$ cat src/rtl/regfile_arbiter_if.sv
// regfile_arbiter_if
// Groups every bus signal of regfile_arbiter: the two write-back request
// ports (A = execute, B = load), the dual-operand read request/response
// port (R) and the register-file access port.
//   slave  : used by regfile_arbiter (takes requests, drives the RF)
//   master : used by whatever sits around it (requesters plus the RF)
interface regfile_arbiter_if;
    // execute-stage write-back (A)
    logic       a_wr_valid;
    logic       a_wr_ready;
    logic [1:0] a_wr_addr;
    logic [7:0] a_wr_data;
    // load-unit write-back (B)
    logic       b_wr_valid;
    logic       b_wr_ready;
    logic [1:0] b_wr_addr;
    logic [7:0] b_wr_data;
    // decode-stage read request (R)
    logic       rd_valid;
    logic       rd_ready;
    logic [1:0] rd_addr1;
    logic [1:0] rd_addr2;
    // buffered read response
    logic       rd_resp_valid;
    logic       rd_resp_ready;
    logic [7:0] rd_data1;
    logic [7:0] rd_data2;
    // register file access port
    logic       rf_wr_en;
    logic       rf_read_en;
    logic [1:0] rf_dest_1;
    logic [1:0] rf_dest_2;
    logic [7:0] rf_data;
    logic [7:0] rf_data_read_1;
    logic [7:0] rf_data_read_2;

    modport slave (
        input  a_wr_valid, a_wr_addr, a_wr_data,
        input  b_wr_valid, b_wr_addr, b_wr_data,
        input  rd_valid, rd_addr1, rd_addr2, rd_resp_ready,
        input  rf_data_read_1, rf_data_read_2,
        output a_wr_ready, b_wr_ready, rd_ready,
        output rd_resp_valid, rd_data1, rd_data2,
        output rf_wr_en, rf_read_en, rf_dest_1, rf_dest_2, rf_data
    );

    modport master (
        output a_wr_valid, a_wr_addr, a_wr_data,
        output b_wr_valid, b_wr_addr, b_wr_data,
        output rd_valid, rd_addr1, rd_addr2, rd_resp_ready,
        output rf_data_read_1, rf_data_read_2,
        input  a_wr_ready, b_wr_ready, rd_ready,
        input  rd_resp_valid, rd_data1, rd_data2,
        input  rf_wr_en, rf_read_en, rf_dest_1, rf_dest_2, rf_data
    );
endinterface

$ cat src/rtl/regfile_arbiter.sv
// regfile_arbiter
// Shares the single access port of a 4 x 8-bit register file between two
// write-back requesters (A, B) and one dual-operand read requester (R).
// At most one requester is granted per cycle, round-robin in the circular
// order R -> A -> B, starting after the last granted requester. A read
// result appears on the RF outputs one cycle after the grant, is captured
// and then held in a valid/ready response register.
// Ports:
//   clk  - clock
//   rst  - asynchronous active-high reset
//   bus  - regfile_arbiter_if.slave (requests, response, RF port)
// Optional feature: define REGARB_RAW_GUARD_EN to block a read while any
// pending write targets one of its operand registers.
module regfile_arbiter (
    input  logic             clk,
    input  logic             rst,
    regfile_arbiter_if.slave bus
);
    // requester indices, in circular priority order
    localparam logic [1:0] REQ_R = 2'd0;
    localparam logic [1:0] REQ_A = 2'd1;
    localparam logic [1:0] REQ_B = 2'd2;

    typedef enum logic [1:0] {
        R_IDLE = 2'd0,
        R_WAIT = 2'd1,
        R_HOLD = 2'd2
    } rd_state_e;

    rd_state_e  r_state;
    rd_state_e  w_state_next;
    logic [1:0] r_last_grant;
    logic [7:0] r_rd_data1;
    logic [7:0] r_rd_data2;

    logic       w_raw_ok;
    logic [3:0] w_elig;        // bit 3 is padding so any 2-bit index is legal
    logic [1:0] w_cand [3];    // w_cand[k] = requester k+1 slots after last grant
    logic       w_gnt_any;
    logic [1:0] w_gnt_idx;

`ifdef REGARB_RAW_GUARD_EN
    // hold the read back while a pending write targets one of its operands
    always_comb begin
        w_raw_ok = 1'b1;
        if (bus.a_wr_valid &&
            (bus.a_wr_addr == bus.rd_addr1 || bus.a_wr_addr == bus.rd_addr2))
            w_raw_ok = 1'b0;
        if (bus.b_wr_valid &&
            (bus.b_wr_addr == bus.rd_addr1 || bus.b_wr_addr == bus.rd_addr2))
            w_raw_ok = 1'b0;
    end
`else
    assign w_raw_ok = 1'b1;
`endif

    // gating with rst keeps every combinational output at 0 during reset
    assign w_elig = {1'b0,
                     bus.b_wr_valid & ~rst,
                     bus.a_wr_valid & ~rst,
                     bus.rd_valid & (r_state == R_IDLE) & w_raw_ok & ~rst};

    genvar gi;
    generate
        for (gi = 0; gi < 3; gi++) begin : g_cand
            logic [2:0] w_sum;
            assign w_sum       = {1'b0, r_last_grant} + 3'(gi + 1);
            assign w_cand[gi]  = (w_sum >= 3'd3) ? 2'(w_sum - 3'd3) : w_sum[1:0];
        end
    endgenerate

    // scan from the farthest candidate to the nearest so the nearest wins
    always_comb begin
        w_gnt_any = 1'b0;
        w_gnt_idx = r_last_grant;
        for (int k = 2; k >= 0; k--) begin
            if (w_elig[w_cand[k]]) begin
                w_gnt_any = 1'b1;
                w_gnt_idx = w_cand[k];
            end
        end
    end

    // grant decode: readies and register-file port
    always_comb begin
        bus.a_wr_ready = 1'b0;
        bus.b_wr_ready = 1'b0;
        bus.rd_ready   = 1'b0;
        bus.rf_wr_en   = 1'b0;
        bus.rf_read_en = 1'b0;
        bus.rf_dest_1  = 2'd0;
        bus.rf_dest_2  = 2'd0;
        bus.rf_data    = 8'd0;
        if (w_gnt_any) begin
            case (w_gnt_idx)
                REQ_R: begin
                    bus.rd_ready   = 1'b1;
                    bus.rf_read_en = 1'b1;
                    bus.rf_dest_1  = bus.rd_addr1;
                    bus.rf_dest_2  = bus.rd_addr2;
                end
                REQ_A: begin
                    bus.a_wr_ready = 1'b1;
                    bus.rf_wr_en   = 1'b1;
                    bus.rf_dest_1  = bus.a_wr_addr;
                    bus.rf_data    = bus.a_wr_data;
                end
                REQ_B: begin
                    bus.b_wr_ready = 1'b1;
                    bus.rf_wr_en   = 1'b1;
                    bus.rf_dest_1  = bus.b_wr_addr;
                    bus.rf_data    = bus.b_wr_data;
                end
                default: ;
            endcase
        end
    end

    // last_grant starts at B so R has first priority out of reset
    always_ff @(posedge clk or posedge rst) begin
        if (rst)
            r_last_grant <= REQ_B;
        else if (w_gnt_any)
            r_last_grant <= w_gnt_idx;
    end

    // read FSM
    always_ff @(posedge clk or posedge rst) begin
        if (rst)
            r_state <= R_IDLE;
        else
            r_state <= w_state_next;
    end

    always_comb begin
        w_state_next = r_state;
        case (r_state)
            R_IDLE:  if (w_gnt_any && w_gnt_idx == REQ_R) w_state_next = R_WAIT;
            R_WAIT:  w_state_next = R_HOLD;
            R_HOLD:  if (bus.rd_resp_ready) w_state_next = R_IDLE;
            default: w_state_next = R_IDLE;
        endcase
    end

    // RF read outputs are valid only in the cycle after the read grant
    always_ff @(posedge clk or posedge rst) begin
        if (rst) begin
            r_rd_data1 <= 8'd0;
            r_rd_data2 <= 8'd0;
        end else if (r_state == R_WAIT) begin
            r_rd_data1 <= bus.rf_data_read_1;
            r_rd_data2 <= bus.rf_data_read_2;
        end
    end

    assign bus.rd_resp_valid = (r_state == R_HOLD);
    assign bus.rd_data1      = r_rd_data1;
    assign bus.rd_data2      = r_rd_data2;
endmodule
$ cat src/flat_wrapper.sv
// flat-port wrapper written by rule: the top's interface ports become plain ports
module regfile_arbiter_flat 
  (clk, rst, bus_a_wr_valid, bus_a_wr_addr, bus_a_wr_data, bus_b_wr_valid, bus_b_wr_addr, bus_b_wr_data, bus_rd_valid, bus_rd_addr1, bus_rd_addr2, bus_rd_resp_ready, bus_rf_data_read_1, bus_rf_data_read_2, bus_a_wr_ready, bus_b_wr_ready, bus_rd_ready, bus_rd_resp_valid, bus_rd_data1, bus_rd_data2, bus_rf_wr_en, bus_rf_read_en, bus_rf_dest_1, bus_rf_dest_2, bus_rf_data);
  regfile_arbiter_if bus_i ();
  input  logic clk;
  input  logic rst;
  input wire logic [$bits(bus_i.a_wr_valid)-1:0] bus_a_wr_valid;
  input wire logic [$bits(bus_i.a_wr_addr)-1:0] bus_a_wr_addr;
  input wire logic [$bits(bus_i.a_wr_data)-1:0] bus_a_wr_data;
  input wire logic [$bits(bus_i.b_wr_valid)-1:0] bus_b_wr_valid;
  input wire logic [$bits(bus_i.b_wr_addr)-1:0] bus_b_wr_addr;
  input wire logic [$bits(bus_i.b_wr_data)-1:0] bus_b_wr_data;
  input wire logic [$bits(bus_i.rd_valid)-1:0] bus_rd_valid;
  input wire logic [$bits(bus_i.rd_addr1)-1:0] bus_rd_addr1;
  input wire logic [$bits(bus_i.rd_addr2)-1:0] bus_rd_addr2;
  input wire logic [$bits(bus_i.rd_resp_ready)-1:0] bus_rd_resp_ready;
  input wire logic [$bits(bus_i.rf_data_read_1)-1:0] bus_rf_data_read_1;
  input wire logic [$bits(bus_i.rf_data_read_2)-1:0] bus_rf_data_read_2;
  output wire logic [$bits(bus_i.a_wr_ready)-1:0] bus_a_wr_ready;
  output wire logic [$bits(bus_i.b_wr_ready)-1:0] bus_b_wr_ready;
  output wire logic [$bits(bus_i.rd_ready)-1:0] bus_rd_ready;
  output wire logic [$bits(bus_i.rd_resp_valid)-1:0] bus_rd_resp_valid;
  output wire logic [$bits(bus_i.rd_data1)-1:0] bus_rd_data1;
  output wire logic [$bits(bus_i.rd_data2)-1:0] bus_rd_data2;
  output wire logic [$bits(bus_i.rf_wr_en)-1:0] bus_rf_wr_en;
  output wire logic [$bits(bus_i.rf_read_en)-1:0] bus_rf_read_en;
  output wire logic [$bits(bus_i.rf_dest_1)-1:0] bus_rf_dest_1;
  output wire logic [$bits(bus_i.rf_dest_2)-1:0] bus_rf_dest_2;
  output wire logic [$bits(bus_i.rf_data)-1:0] bus_rf_data;
  assign bus_i.a_wr_valid = bus_a_wr_valid;
  assign bus_i.a_wr_addr = bus_a_wr_addr;
  assign bus_i.a_wr_data = bus_a_wr_data;
  assign bus_i.b_wr_valid = bus_b_wr_valid;
  assign bus_i.b_wr_addr = bus_b_wr_addr;
  assign bus_i.b_wr_data = bus_b_wr_data;
  assign bus_i.rd_valid = bus_rd_valid;
  assign bus_i.rd_addr1 = bus_rd_addr1;
  assign bus_i.rd_addr2 = bus_rd_addr2;
  assign bus_i.rd_resp_ready = bus_rd_resp_ready;
  assign bus_i.rf_data_read_1 = bus_rf_data_read_1;
  assign bus_i.rf_data_read_2 = bus_rf_data_read_2;
  assign bus_a_wr_ready = bus_i.a_wr_ready;
  assign bus_b_wr_ready = bus_i.b_wr_ready;
  assign bus_rd_ready = bus_i.rd_ready;
  assign bus_rd_resp_valid = bus_i.rd_resp_valid;
  assign bus_rd_data1 = bus_i.rd_data1;
  assign bus_rd_data2 = bus_i.rd_data2;
  assign bus_rf_wr_en = bus_i.rf_wr_en;
  assign bus_rf_read_en = bus_i.rf_read_en;
  assign bus_rf_dest_1 = bus_i.rf_dest_1;
  assign bus_rf_dest_2 = bus_i.rf_dest_2;
  assign bus_rf_data = bus_i.rf_data;
  regfile_arbiter u_core (.clk(clk), .rst(rst), .bus(bus_i));
endmodule
$ cat config.mk
export PLATFORM = sky130hd
export DESIGN_NAME = regfile_arbiter_flat
export DESIGN_NICKNAME = d
export VERILOG_FILES = /design/src/rtl/regfile_arbiter_if.sv /design/src/rtl/regfile_arbiter.sv /design/src/flat_wrapper.sv
export SDC_FILE = /design/constraint.sdc
export NUM_CORES = 1
export LEC_CHECK = 0
export ABC_AREA = 1
export CAP_MARGIN = 0
export CORE_MARGIN = 8
export CORE_UTILIZATION = 62
export CTS_BUF_LIST = sky130_fd_sc_hd__clkbuf_8 sky130_fd_sc_hd__clkbuf_16
export DETAILED_ROUTE_END_ITERATION = 8
export DONT_BUFFER_PORTS = 1
export PLACE_DENSITY = 0.78
export SLEW_MARGIN = 20
export SYNTH_ARGS = -nofsm -noshare
export SYNTH_HDL_FRONTEND = slang
export SYNTH_SLANG_ARGS = --single-unit
export TNS_END_PERCENT = 50
$ cat constraint.sdc
create_clock -name clk -period 3.9 [get_ports clk]
set_input_delay 0.78 -clock clk [delete_from_list [all_inputs] [get_ports clk]]
set_output_delay 0.78 -clock clk [all_outputs]
set_load 0.02 [all_outputs]
==> results.tsv <==
stage	metric	value	unit
outcome	status	completed	
worst_setup_path	end_kind	output port	
synthesis	synth_top_area_share	36.50	%
route	antenna_left	0	
route	viasPerCell	5.399	
cts	clkTransAtPathRegs	0.07	ns
timing	fmax	0.2744	GHz
cells_and_area	final_common_cell	nand2_1	
global_route	grt_pass1_wl	4802	um
global_route	grt_pass1_vias	1055	
route	first_iter_violations	43	
synthesis	synth_seq_cells	20	
synthesis	synth-main-ff-cell	dfrtp_1	
worst_hold_path	hp-class	in -> async	
timing	worst_pin_slew	0.5021	ns
floorplanning	core_area	0.001982	mm2
timing	drv_slew	0	
timing	clock_skew	0.006917	ns
timing	maxSlewHeadroom	66.41	%
cts	cts.sinks	20	
route	drc	0	
synthesis	postSynthNetCount	208	
timing	period_share	93.45	%
floorplanning	start_util	65.72	%
timing	layout_min_cycle_time	3.645	ns
cells_and_area	final_layout_size_suffix_gt1_share	29.49	%
synthesis	synth_top_cell_by_area	dfrtp_1	
flow_run	maxCapViolations	0	
floorplanning	die_area	0.003824	mm2
synthesis	async_reset_ff_share	100.0	%
place	place.port_buffers	0	
global_route	grt_overflow_total	0	
synthesis	syn_avg_cell_area	8.403	um2
cells_and_area	areaGrowthSynthToFinish	5.572	%
synthesis	ys_types	23	
cts	cts_tree	built	
cts	root_buffer	clkbuf_8	
cells_and_area	final_cell_mix	44 x nand2_1, 19 x inv_1, 19 x dfrtp_1	
synthesis	ys_warn_count	0	
worst_setup_path	cp_max_fo	11	
synthesis	ys_seq_area_share	38.52	%
route	vias	988	
worst_setup_path	critPathRequiredTime	3.12	ns
place	dpl.hpwl	2678	um
global_route	antenna_found_initial	0	
floorplanning	num_rows	16	
route	drt_wl_total	3073	um
cells_and_area	stdcell_count	183	
route	routedWlPerCell	16.79	um
cts	clk_path_buf_depth	2	
synthesis	syn_inst	155	
synthesis	syn_area	0.001302	mm2
floorplanning	die_height	61.84	um
timing	setup_viol_count_final	0	
cells_and_area	antenna_cells	0	
worst_setup_path	cp-start-kind	flip-flop	
floorplanning	ioPinCount	80	
route	first_pass_iters	4	
worst_setup_path	path_class	reg -> out	
global_route	grt_max_degree	18	
place	place_inst	179	
synthesis	synth_area_leaders	dfrtp_1 37%, mux2_2 14%, nand2_1 13%	
cells_and_area	layout.nets	210	
global_route	gr-usage-all-layers	16.72	%
timing	rsz0062_at_grt	yes	
place	gp_congestion	0.8015	
cts	cts_buffers	3	
cts	h-tree-depth	1	
cts	clock_latency	0.26	ns
worst_setup_path	critPathArrivalTime	2.86	ns
floorplanning	die_w	61.84	um
synthesis	synth_edf_count	0	
timing	hold_viol_final	0	
## cell type report
class,instances,area [um2]
fillers,163,606.8
flip-flops and latches,20,501.7
multi-input cells,108,696.9
inverters,22,82.58
clock inverters,1,3.754
well taps,27,33.78
repair buffers,2,15.01
clock buffers,3,41.29
## cell families (layout without fill, tap and decap cells)
| kind of cell | after synthesis | in the layout | share of synthesized area (%) |
|---|---|---|---|
| and+or+nand+nor | 73 | 73 | 24.78 |
| buffers and inverters | 27 | 28 | 8.741 |
| DFF | 20 | 20 | 38.52 |
| muxes | 16 | 16 | 13.83 |
| AOI/OAI and AO/OA | 12 | 12 | 7.397 |
| adders and majority gates | 7 | 7 | 6.724 |
## synthesized netlist by cell type, types with 2 or more instances
library cell	number
inv_1	18
nor2_1	14
mux2_2	16
nand3_1	7
inv_2	4
clkbuf_1	2
a21oi_1	2
dfrtp_1	19
nor2_2	2
nand2_2	2
ha_1	7
nand2_1	44
a21oi_2	8
## stage by stage
stage	worst slack (ns)	utilization [%]	hold WS [ns]	instance area [um2]	setup TNS, ns
finish	0.2554	69.38	0.3013	1375	0
global route	-0.03060	69.38	0.2999	1375	-0.03258
detailed placement	0.3707	66.60	0.5796	1320	0
global placement	0.4997	66.60	0.5769	1320	0
CTS	0.08379	68.88	0.2999	1365	0
floorplan	0.4866	-	0.5844	1303	0
## per-layer routing
metal / GRT usage (%) / vias to the layer above / share of wire, %
met1: 14.83 / 445 / 33
met3: 9.259 / 2 / 17
met2: 32.94 / 61 / 50
met4: 1.299 / 0 / 0.62
li1: - / 480 / -
met5: 0 / - / 0
## state kept, by name, summed over array words and instances (netlist names)
name                 count
u_core.bus.rd_data2      8
u_core.bus.rd_data1      8
u_core.r_last_grant      2
u_core.r_state           2
## timing repair
item,in CTS,in global routing
setup endpoints to repair,0,11
setup buffers,0,0
endpoints found under the hold margin,0,0
hold buffers,0,0
resized for setup,0,4
## critical path, cell delays in order (launching register included)
cell     delay (ns)
dfstp_2        0.55
inv_1          0.06
ha_1           0.41
nand2_1        0.09
inv_1          0.05
nand2_1        0.05
nand3_1        0.07
nand2_1        0.10
nand2_1        0.07
nand2_1        0.05
nand2_1        0.05
nand2_1        0.06
a21oi_1        0.20
ha_2           0.34
nand2_1        0.08
nand3_1        0.07
nand2_1        0.06
nor2_2         0.25
## worst paths after layout
check | start | end | slack, ns | depth (start not counted)
max | u_core.r_last_grant[1]$_DFFE_PP1P_ | bus_rf_dest_1[0] | 0.26 | 17
min | rst | u_core.r_state[0]$_DFFE_PP0P_ | 0.30 | 1
max reg2reg | u_core.r_last_grant[1]$_DFFE_PP1P_ | u_core.r_state[0]$_DFFE_PP0P_ | 1.56 | 14
min reg2reg | u_core.r_state[1]$_DFFE_PP0P_ | u_core.r_state[0]$_DFFE_PP0P_ | 0.63 | 2
max in group asynchronous | rst | u_core.bus.rd_data2[0]$_DFFE_PP0N_ | 3.17 | 2
min in group clk | bus_rd_resp_ready | u_core.r_state[1]$_DFFE_PP0P_ | 0.62 | 1
Power is left out: the tool's default activity adds up to more than one toggle a clock period on the data nets, which glitch-free logic cannot reach.
